[config.mk]
export PLATFORM = sky130hd
export DESIGN_NAME = receptor_ps2
export DESIGN_NICKNAME = d
export VERILOG_FILES = /design/src/rtl/ps2_pkg.sv /design/src/rtl/filtro_ps2.sv /design/src/rtl/receptor_ps2.sv
export SDC_FILE = /design/constraint.sdc
export NUM_CORES = 1
export LEC_CHECK = 0
export ABC_AREA = 1
export CORE_MARGIN = 8
export CORE_UTILIZATION = 35
export CTS_BUF_LIST = sky130_fd_sc_hd__clkbuf_8 sky130_fd_sc_hd__clkbuf_16
export CTS_CLUSTER_DIAMETER = 50
export DETAILED_ROUTE_END_ITERATION = 16
export DONT_BUFFER_PORTS = 1
export GPL_TIMING_DRIVEN = 0
export PLACE_DENSITY = 0.6
export SETUP_SLACK_MARGIN = 0.02
export SLEW_MARGIN = 20
export SYNTH_ARGS = -nofsm -noshare
export SYNTH_HDL_FRONTEND = slang
export SYNTH_SLANG_ARGS = --single-unit
[constraint.sdc]
create_clock -name clk_i -period 2.2 [get_ports clk_i]
set_input_delay 0.44 -clock clk_i [delete_from_list [all_inputs] [get_ports clk_i]]
set_output_delay 0.44 -clock clk_i [all_outputs]
set_load 0.01 [all_outputs]
[src/rtl/ps2_pkg.sv]
// Shared types and constants for the PS/2 keyboard receiver.
// Latency: n/a (declarations only).
// Backpressure: n/a.
package ps2_pkg;

  typedef enum logic [2:0] {
    IDLE    = 3'd0,
    DATOS   = 3'd1,
    PARIDAD = 3'd2,
    PARADA  = 3'd3,
    VALIDAR = 3'd4
  } estado_t;

  localparam logic [7:0] PS2_RUPTURA    = 8'hF0;
  localparam logic [7:0] PS2_EXTENDIDO  = 8'hE0;
  localparam int         PS2_BITS_TRAMA = 11;

  // Odd parity: data plus parity bit must carry an odd number of ones.
  function automatic logic paridad_impar_ok(input logic [7:0] dato, input logic paridad);
    return ^{dato, paridad};
  endfunction

endpackage

[src/rtl/filtro_ps2.sv]
// PS/2 front end: 2-FF synchronizers, clock glitch filter, falling-edge strobe.
// Latency: flanco_o fires 2 + FILTRO_CICLOS cycles after the raw clock falls.
// Backpressure: none; the strobe is a free-running one-cycle pulse.
//
// Ports:
//   clk_i, rst_n_i  system clock, async active-low reset
//   ps2_clk_i       raw PS/2 clock (asynchronous)
//   ps2_data_i      raw PS/2 data (asynchronous)
//   flanco_o        one-cycle strobe on each falling edge of the filtered clock
//   dato_sinc_o     synchronized PS/2 data, to be sampled on flanco_o
module filtro_ps2 #(
  parameter int FILTRO_CICLOS = 8
) (
  input  logic clk_i,
  input  logic rst_n_i,
  input  logic ps2_clk_i,
  input  logic ps2_data_i,
  output logic flanco_o,
  output logic dato_sinc_o
);

  localparam int CW = (FILTRO_CICLOS > 1) ? $clog2(FILTRO_CICLOS + 1) : 1;

  logic [1:0]    r_clk_sinc;
  logic [1:0]    r_dato_sinc;
  logic          r_clk_filt;
  logic [CW-1:0] r_cnt;
  logic          r_flanco;

  // Synchronizers and the filtered level reset high (idle bus level) so that
  // leaving reset never produces a spurious falling edge.
  always_ff @(posedge clk_i or negedge rst_n_i) begin
    if (!rst_n_i) begin
      r_clk_sinc  <= 2'b11;
      r_dato_sinc <= 2'b11;
      r_clk_filt  <= 1'b1;
      r_cnt       <= '0;
      r_flanco    <= 1'b0;
    end else begin
      r_clk_sinc  <= {r_clk_sinc[0], ps2_clk_i};
      r_dato_sinc <= {r_dato_sinc[0], ps2_data_i};
      r_flanco    <= 1'b0;
      // Count consecutive samples that disagree with the filtered level; any
      // agreeing sample restarts the count, so short glitches are swallowed.
      if (r_clk_sinc[1] == r_clk_filt) begin
        r_cnt <= '0;
      end else if (r_cnt == CW'(FILTRO_CICLOS - 1)) begin
        r_cnt      <= '0;
        r_clk_filt <= r_clk_sinc[1];
        r_flanco   <= r_clk_filt;  // only a 1 -> 0 transition strobes
      end else begin
        r_cnt <= r_cnt + 1'b1;
      end
    end
  end

  assign flanco_o    = r_flanco;
  assign dato_sinc_o = r_dato_sinc[1];

endmodule

[src/rtl/receptor_ps2.sv]
// PS/2 keyboard receiver: frames bytes, strips break codes, tags E0 keys, holds make codes.
// Latency: nueva_tecla_o rises 2 cycles after the stop-bit strobe.
// Backpressure: none on the PS/2 side; an unread code is overwritten and desborde_o is set.
//
// Ports:
//   clk_i, rst_n_i           system clock, async active-low reset
//   ps2_clk_i, ps2_data_i    raw PS/2 lines
//   leer_i                   one-cycle acknowledge from the consumer
//   tecla_o                  last accepted make scan code
//   extendido_o              tecla_o was preceded by E0
//   nueva_tecla_o            an unread code is held
//   desborde_o               sticky: a code was overwritten before being read
//   error_o                  one-cycle pulse on start/parity/stop/timeout error
module receptor_ps2
  import ps2_pkg::*;
#(
  parameter int FILTRO_CICLOS  = 8,
  parameter int TIMEOUT_CICLOS = 20000
) (
  input  logic       clk_i,
  input  logic       rst_n_i,
  input  logic       ps2_clk_i,
  input  logic       ps2_data_i,
  input  logic       leer_i,
  output logic [7:0] tecla_o,
  output logic       extendido_o,
  output logic       nueva_tecla_o,
  output logic       desborde_o,
  output logic       error_o
);

  localparam int          TW         = $clog2(TIMEOUT_CICLOS + 1);
  localparam int          BITS_DATOS = PS2_BITS_TRAMA - 3;  // minus start, parity, stop
  localparam logic [2:0]  ULTIMO_BIT = 3'(BITS_DATOS - 1);

  logic          w_flanco;
  logic          w_dato;

  estado_t       r_estado;
  estado_t       w_estado_sig;

  logic [2:0]    r_cnt_bits;
  logic [7:0]    r_shift;
  logic          r_paridad;
  logic          r_parada;
  logic [TW-1:0] r_cnt_to;
  logic          r_ruptura;
  logic          r_ext;

  logic [7:0]    r_tecla;
  logic          r_extendido;
  logic          r_nueva;
  logic          r_desborde;
  logic          r_error;

  logic          w_en_trama;
  logic          w_timeout;
  logic          w_trama_ok;
  logic          w_validar;
  logic          w_aceptar;
  logic          w_error;

  filtro_ps2 #(
    .FILTRO_CICLOS(FILTRO_CICLOS)
  ) u_filtro (
    .clk_i       (clk_i),
    .rst_n_i     (rst_n_i),
    .ps2_clk_i   (ps2_clk_i),
    .ps2_data_i  (ps2_data_i),
    .flanco_o    (w_flanco),
    .dato_sinc_o (w_dato)
  );

  // ---------------------------------------------------------------- state register
  always_ff @(posedge clk_i or negedge rst_n_i) begin
    if (!rst_n_i) r_estado <= IDLE;
    else          r_estado <= w_estado_sig;
  end

  // ---------------------------------------------------------------- next state
  always_comb begin
    w_estado_sig = r_estado;
    unique case (r_estado)
      IDLE:    if (w_flanco && !w_dato) w_estado_sig = DATOS;
      DATOS: begin
        if (w_timeout)                                   w_estado_sig = IDLE;
        else if (w_flanco && (r_cnt_bits == ULTIMO_BIT)) w_estado_sig = PARIDAD;
      end
      PARIDAD: begin
        if (w_timeout)     w_estado_sig = IDLE;
        else if (w_flanco) w_estado_sig = PARADA;
      end
      PARADA: begin
        if (w_timeout)     w_estado_sig = IDLE;
        else if (w_flanco) w_estado_sig = VALIDAR;
      end
      VALIDAR: w_estado_sig = IDLE;
      default: w_estado_sig = IDLE;
    endcase
  end

  // ---------------------------------------------------------------- outputs / decode
  always_comb begin
    w_en_trama = (r_estado == DATOS) || (r_estado == PARIDAD) || (r_estado == PARADA);
    // A strobe arriving on the expiry cycle still counts as a live bus.
    w_timeout  = w_en_trama && !w_flanco && (r_cnt_to == TW'(TIMEOUT_CICLOS));
    w_trama_ok = paridad_impar_ok(r_shift, r_paridad) && r_parada;
    w_validar  = (r_estado == VALIDAR);
    w_aceptar  = w_validar && w_trama_ok && !r_ruptura &&
                 (r_shift != PS2_RUPTURA) && (r_shift != PS2_EXTENDIDO);
    w_error    = ((r_estado == IDLE) && w_flanco && w_dato) ||
                 (w_validar && !w_trama_ok) ||
                 w_timeout;
  end

  // ---------------------------------------------------------------- frame datapath
  always_ff @(posedge clk_i or negedge rst_n_i) begin
    if (!rst_n_i) begin
      r_cnt_bits <= '0;
      r_shift    <= '0;
      r_paridad  <= 1'b0;
      r_parada   <= 1'b0;
      r_cnt_to   <= '0;
    end else begin
      // Counter wraps 7 -> 0 exactly on the last data strobe.
      if (r_estado == IDLE)                r_cnt_bits <= '0;
      else if (r_estado == DATOS && w_flanco) r_cnt_bits <= r_cnt_bits + 3'd1;

      if (w_flanco) begin
        unique case (r_estado)
          DATOS:   r_shift   <= {w_dato, r_shift[7:1]};  // LSB arrives first
          PARIDAD: r_paridad <= w_dato;
          PARADA:  r_parada  <= w_dato;
          default: ;
        endcase
      end

      // Saturating so it can never wrap back below the limit.
      if (!w_en_trama || w_flanco)             r_cnt_to <= '0;
      else if (r_cnt_to != TW'(TIMEOUT_CICLOS)) r_cnt_to <= r_cnt_to + 1'b1;
    end
  end

  // ---------------------------------------------------------------- prefix flags
  always_ff @(posedge clk_i or negedge rst_n_i) begin
    if (!rst_n_i) begin
      r_ruptura <= 1'b0;
      r_ext     <= 1'b0;
    end else if (w_timeout || (w_validar && !w_trama_ok)) begin
      r_ruptura <= 1'b0;
      r_ext     <= 1'b0;
    end else if (w_validar) begin
      if (r_shift == PS2_RUPTURA) begin
        r_ruptura <= 1'b1;
      end else if (r_shift == PS2_EXTENDIDO) begin
        r_ext <= 1'b1;
      end else if (r_ruptura) begin
        // Released key: drop the code and forget any E0 seen before F0.
        r_ruptura <= 1'b0;
        r_ext     <= 1'b0;
      end else begin
        r_ext <= 1'b0;
      end
    end
  end

  // ---------------------------------------------------------------- holding register
  always_ff @(posedge clk_i or negedge rst_n_i) begin
    if (!rst_n_i) begin
      r_tecla     <= '0;
      r_extendido <= 1'b0;
      r_nueva     <= 1'b0;
      r_desborde  <= 1'b0;
      r_error     <= 1'b0;
    end else begin
      r_error <= w_error;
      if (w_aceptar) begin
        r_tecla     <= r_shift;
        r_extendido <= r_ext;
        r_nueva     <= 1'b1;
        // A simultaneous read consumed the old code, so nothing was lost.
        r_desborde  <= r_nueva && !leer_i;
      end else if (leer_i) begin
        r_nueva    <= 1'b0;
        r_desborde <= 1'b0;
      end
    end
  end

  assign tecla_o       = r_tecla;
  assign extendido_o   = r_extendido;
  assign nueva_tecla_o = r_nueva;
  assign desborde_o    = r_desborde;
  assign error_o       = r_error;

endmodule

### After elaboration in Yosys (flattened, before gate mapping)

Cells that the tools add are included.

* register bits: 55
* input port bits: 5
* output and inout bits: 12
* word-level logic and storage cells: 107

* $add $sub $neg: 3
* eq/ne operators: 19
* mux-type cells: 27
* bitwise operators: 1
* reduce and logical (&&, ||, !) cells: 39

Operators with widths (count)
* 15-bit two-way mux: 2
* 3-bit two-way mux: 9
* 8-bit equality test (second input constant): 2
* 8-bit != test (second input constant): 2
* 15-bit by 1-bit adder with 15-bit output (second input constant): 1
* 15-bit equality test (second input constant): 1
* 15-bit != test (second input constant): 1
* 1-bit logical AND: 14
* 1-bit two-way mux: 13
* 3-bit case mux with 4 select lines: 1
* 2-bit AND reduction: 6
* 9-bit parity: 1
* 4-bit two-way mux: 2
* 2-bit nonzero test: 4
* 3-bit by 2-bit equality test with 1-bit output (second input constant): 2
* 3-bit equality test (second input constant): 2
* 1-bit zero test: 6
* 1-bit logical OR: 6
* 3-bit by 2-bit != test with 1-bit output (second input constant): 2
* 3-bit != test (second input constant): 2
* 4-bit by 1-bit adder with 4-bit output (second input constant): 1
* 4-bit by 3-bit equality test with 1-bit output (second input constant): 1
* 2-bit != test (second input constant): 2
* 4-bit AND reduction: 1
* 5 further kinds: 5

### Longest topological paths before layout

* depth after elaboration: 8
* depth in mapped cells: 12
* gate-level depth less buffers: 12

### Cells and area by module

From an unflattened synthesis, not the netlist that was laid out.

* cell total of the unflattened synthesis: 320
* area total of the unflattened synthesis: 2721.4 µm²

Modules (own cells, without submodules)
* receptor_ps2: times used 1, cells an instance 287, area an instance 2358.5 µm², seq. area each 1126.1 µm²
* filtro_ps2: times used 1, cells an instance 33, area an instance 362.8 µm², seq. area each 256.5 µm²

### Worst setup path after synthesis

No wires, ideal clock.

* path type: reg2reg
* from: register r_cnt_to[0]
* to: register r_ext
* setup time: 0.117 ns
* arrival: 1.395 ns
* required time: 2.083 ns
* slack: 0.688 ns
* stages on the path, launching flop included: 11
* path buffers: 0
* period minus slack after synthesis: 1.512 ns
* cell sequence: dfrtp_1 inv_1 ha_1 nand3_1 nor2_1 nand3_2 nand2_1 inv_1 o21bai_1 nand2_1 nand2_1

* cells in the longest elaborated chain, start to end: 5
* elaborated cells between the ends (all ways): 7

RTL lines
* start: declaration: RTL line receptor_ps2.sv:46 `logic [TW-1:0] r_cnt_to;`
* start signal: assignment: RTL line receptor_ps2.sv:140 `else if (r_cnt_to != TW'(TIMEOUT_CICLOS)) r_cnt_to <= r_cnt_to + 1'b1;`
* 15-bit equality test *: RTL line receptor_ps2.sv:106 `w_timeout = w_en_trama && !w_flanco && (r_cnt_to == TW'(TIMEOUT_CICLOS));`
* 1-bit logical AND *: RTL line receptor_ps2.sv:106
* 1-bit logical OR *: RTL line receptor_ps2.sv:149 `end else if (w_timeout || (w_validar && !w_trama_ok)) begin`
* 2-bit != test (no source line) or 2-bit nonzero test (tied branches)
* 2-bit AND reduction (no source line)
* end signal: assignment: RTL line receptor_ps2.sv:148 `r_ext <= 1'b0;`
* end signal: assignment: RTL line receptor_ps2.sv:151 `r_ext <= 1'b0;`
* end signal: assignment: RTL line receptor_ps2.sv:156 `r_ext <= 1'b1;`
* end: declaration: RTL line receptor_ps2.sv:48 `logic r_ext;`

Mark *: on every way between the ends. The rest lies on a longest branch, timed or not.
A chain may end at the register's enable or synchronous reset.

### Final worst setup path

Same ends and word-level chain as after synthesis.

==> impl_results.md <==
- Status: finished, final reports clean
- Number of routed nets with antenna violations: 0
- Clock sinks: 55
- Clock Latency Late Sink: approximately 0.3 ns
- Final Hold Viols: 0
- DR DRC count: 0
- TritonCTS clock tree: yes
- Max_slew headroom: approximately 71%
- Initial antenna violation count: 0
- Crit. End Element: register
- Most frequent cells after synthesis: nand2_1 (61), dfrtp_1 (50), inv_1 (41), nor2_1 (28), o21ai_0 (20)
- WP data arrival: 2.04 ns
- Net Count, Synth: about 320
- Routed vias/inst: 4.73
- Synth top area cells: dfrtp_1 (47%), nand2_1 (8.6%), inv_1 (5.8%), dfstp_2 (4.9%), nor2_1 (3.9%)
- Initial DRC Count: 72
- Avg Inst Size Synth: about 9 µm²
- Slew @ Worst Pin: 0.429 ns
- Syn. warnings: 0
- HPWL after detailed placement: roughly 3.6 mm
- Leakage: 0.00136 µW
- Global-route wire length before repair: between 8 and 9 mm
- Total Routing Usage GR: roughly 10%
- Drt total wl: approximately 5.0 mm
- PD cells: 760 nW/µm²
- Clock-pin transition on the worst setup and hold timing paths: 0.10 ns
- Die height: 103 µm
- Final Net Count: approximately 330
- Highest Clock Rate: approximately 0.55 GHz
- Final Max Tran Viols: 0
- Synth Flop Type: dfrtp_1
- Min-delay worst type: in -> reg
- Final setup violating endpoints: 0
- RSZ-0062 raised after global routing: false
- Synth Instances: slightly above 300
- GPL Wtd Cong: between 0.8 and 0.9
- Die X: slightly above 100 µm
- VDD IR max: a little under 0.0004 V
- TritonRoute pass-1 iters: 4
- Setup TNS: 0 ns
- Initial Util: between 30 and 40%
- #FFs+latches synth: 55
- Async S/R FF share, synth: between 90% and 100%
- Max Cap Viol: 0
- Diodes inserted: 0
- CTS H-tree lvls: 2
- CP required: around 2.4 ns
- Post-CTS setup buffers: 0
- Crit path kind: reg -> reg
- Top-count cell post-synth: nand2_1
- Pre-CTS WS: between 0.3 and 0.4 ns
- Storage cell area: about 1400 µm²
- Area of the multi-input gates: around 1100 µm²
- FILL cells: roughly 760
- Tmin final: between 1.5 and 2 ns
- Largest net degree at the start of global routing: 56
- Mapped Area: 2670 µm²
- Rows: 32
- Final setup margin: around 0.37 ns
- Num CTS Buffers: 5
- Number of flops mapped to enable cells by yosys: 0
- Synth area leader: dfrtp_1
- Yosys cell types: 36
- Worst Skew: between 0.01 and 0.015 ns
- Die Area: 10700 µm²
- IO Pins: 17
- Crit Path Max Fanout: 8
- Post-synth top area share: a little under half
- Total gr overflow: 0
- Core footprint: about 7600 µm²
- Clock tree buffer depth: 2
- Area grow syn2layout: 9.92%
- Crit share post-route: a little over four fifths
- DR WL/cell: 11.9 µm
- Clock root buffer: clkbuf_8
- Vias in the first global route: around 1900
- Crit start category: register
- Total power: around 2200 µW
- Via count: 1979
- Post-cts resize count: 0
- Register area share after synthesis: between 50% and 60%
- Layout cells sized above 1: ~14%
- Fin util: 38.8%
- Port buffer count: 0
-- power by group --
group          switching, µW  internal [µW]
Combinational            313            165
Clock                    311            283
Sequential              67.6           1100
-- critical path, stage by stage (launching register included) --
cell	delay (ns)
dfrtp_1	0.41
inv_1	0.11
ha_1	0.17
nand3_1	0.10
nor2_1	0.23
nand3_2	0.22
nand2_1	0.17
inv_1	0.08
o21bai_1	0.16
nand2_1	0.06
nand2_1	0.04
-- area by class of cell --
| cell class | instances | area share, % |
|---|---|---|
| Sequential cell | 55 | 47.0 |
| Multi-Input combinational cell | 199 | 36.6 |
| Inverter | 48 | 6.13 |
| Clock buffer | 7 | 3.28 |
| Buffer | 4 | 1.19 |
| Timing Repair Buffer | 2 | 1.28 |
| Tap cell | 102 | 4.34 |
| Clock inverter | 1 | 0.128 |
-- registers in the layout, summed over array words and instances, names as in the netlist, 2 cells and up --
signal	count
r_cnt_to	15
r_shift	8
tecla_o	8
u_filtro.r_cnt	4
r_cnt_bits	3
r_estado	3
u_filtro.r_clk_sinc	2
u_filtro.r_dato_sinc	2
-- repair_timing --
action                                 in CTS  in global routing
setup endpoints to repair                   0                  0
hold buffers                                2                  0
endpoints found under the hold margin      55                  0
-- metal layers --
layer  part of all wire, %  vias up  GRT usage (%)
met5                     0        -              0
met4                   1.9        0           4.67
met3                   3.6        6           2.54
met2                    43       23           16.1
met1                    52      935           13.1
li1                      -     1015              -
-- cell usage in the layout, fill, tap and decap left out, types with 2 or more instances in the layout --
cell type and count:
a21oi_1 12, a22o_1 2, xor2_1 2, xnor2_1 3, nand4_1 8, nand3_1 15
dfstp_2 5, o21ai_2 8, o21bai_1 2, nand2_2 2, nand2_1 61, nor3_2 2
clkbuf_8 7, nand3b_1 2, o21a_1 2, dfrtp_1 50, o21ai_0 20, nand3_2 2
inv_2 7, o21ai_1 3, buf_6 2, nor3_1 8, ha_1 5, nor2_2 3
nor2_1 28, inv_1 42
-- cells by family (layout without fill, tap and decap cells) --
kind of cell,Yosys count,in the layout,synth area share [%]
flops,55,55,51.7
xor+xnor,5,5,1.64
simple gates,134,134,23.6
buf+inv,52,62,8.05
compound gates,55,55,12.7
fa+ha+maj,5,5,2.34
-- through the flow --
stage | hold WS [ns] | cells | instance area (µm²)
5_1_grt | 0.0989 | 418 | 2940
3_3_place_gp | 0.147 | 408 | 2800
2_1_floorplan | 0.144 | 306 | 2670
6_report | 0.125 | 418 | 2940
3_5_place_dp | 0.147 | 408 | 2800
4_1_cts | 0.110 | 418 | 2940
-- final timing paths --
kind | start | endpoint | slack [ns] | cells after the start
setup / recovery | r_cnt_to[0] | r_ext | 0.37 | 10
hold / removal | ps2_data_i | u_filtro.r_dato_sinc[0] | 0.13 | 0
setup reg to reg | r_cnt_to[0] | r_ext | 0.37 | 10
hold reg to reg | u_filtro.r_clk_sinc[0] | u_filtro.r_clk_sinc[1] | 0.36 | 0
max in group asynchronous | rst_n_i | u_filtro.r_clk_sinc[0] | 1.26 | 2
min in group asynchronous | rst_n_i | r_cnt_to[5] | 0.64 | 2
(Power assumes the default switching activity.)
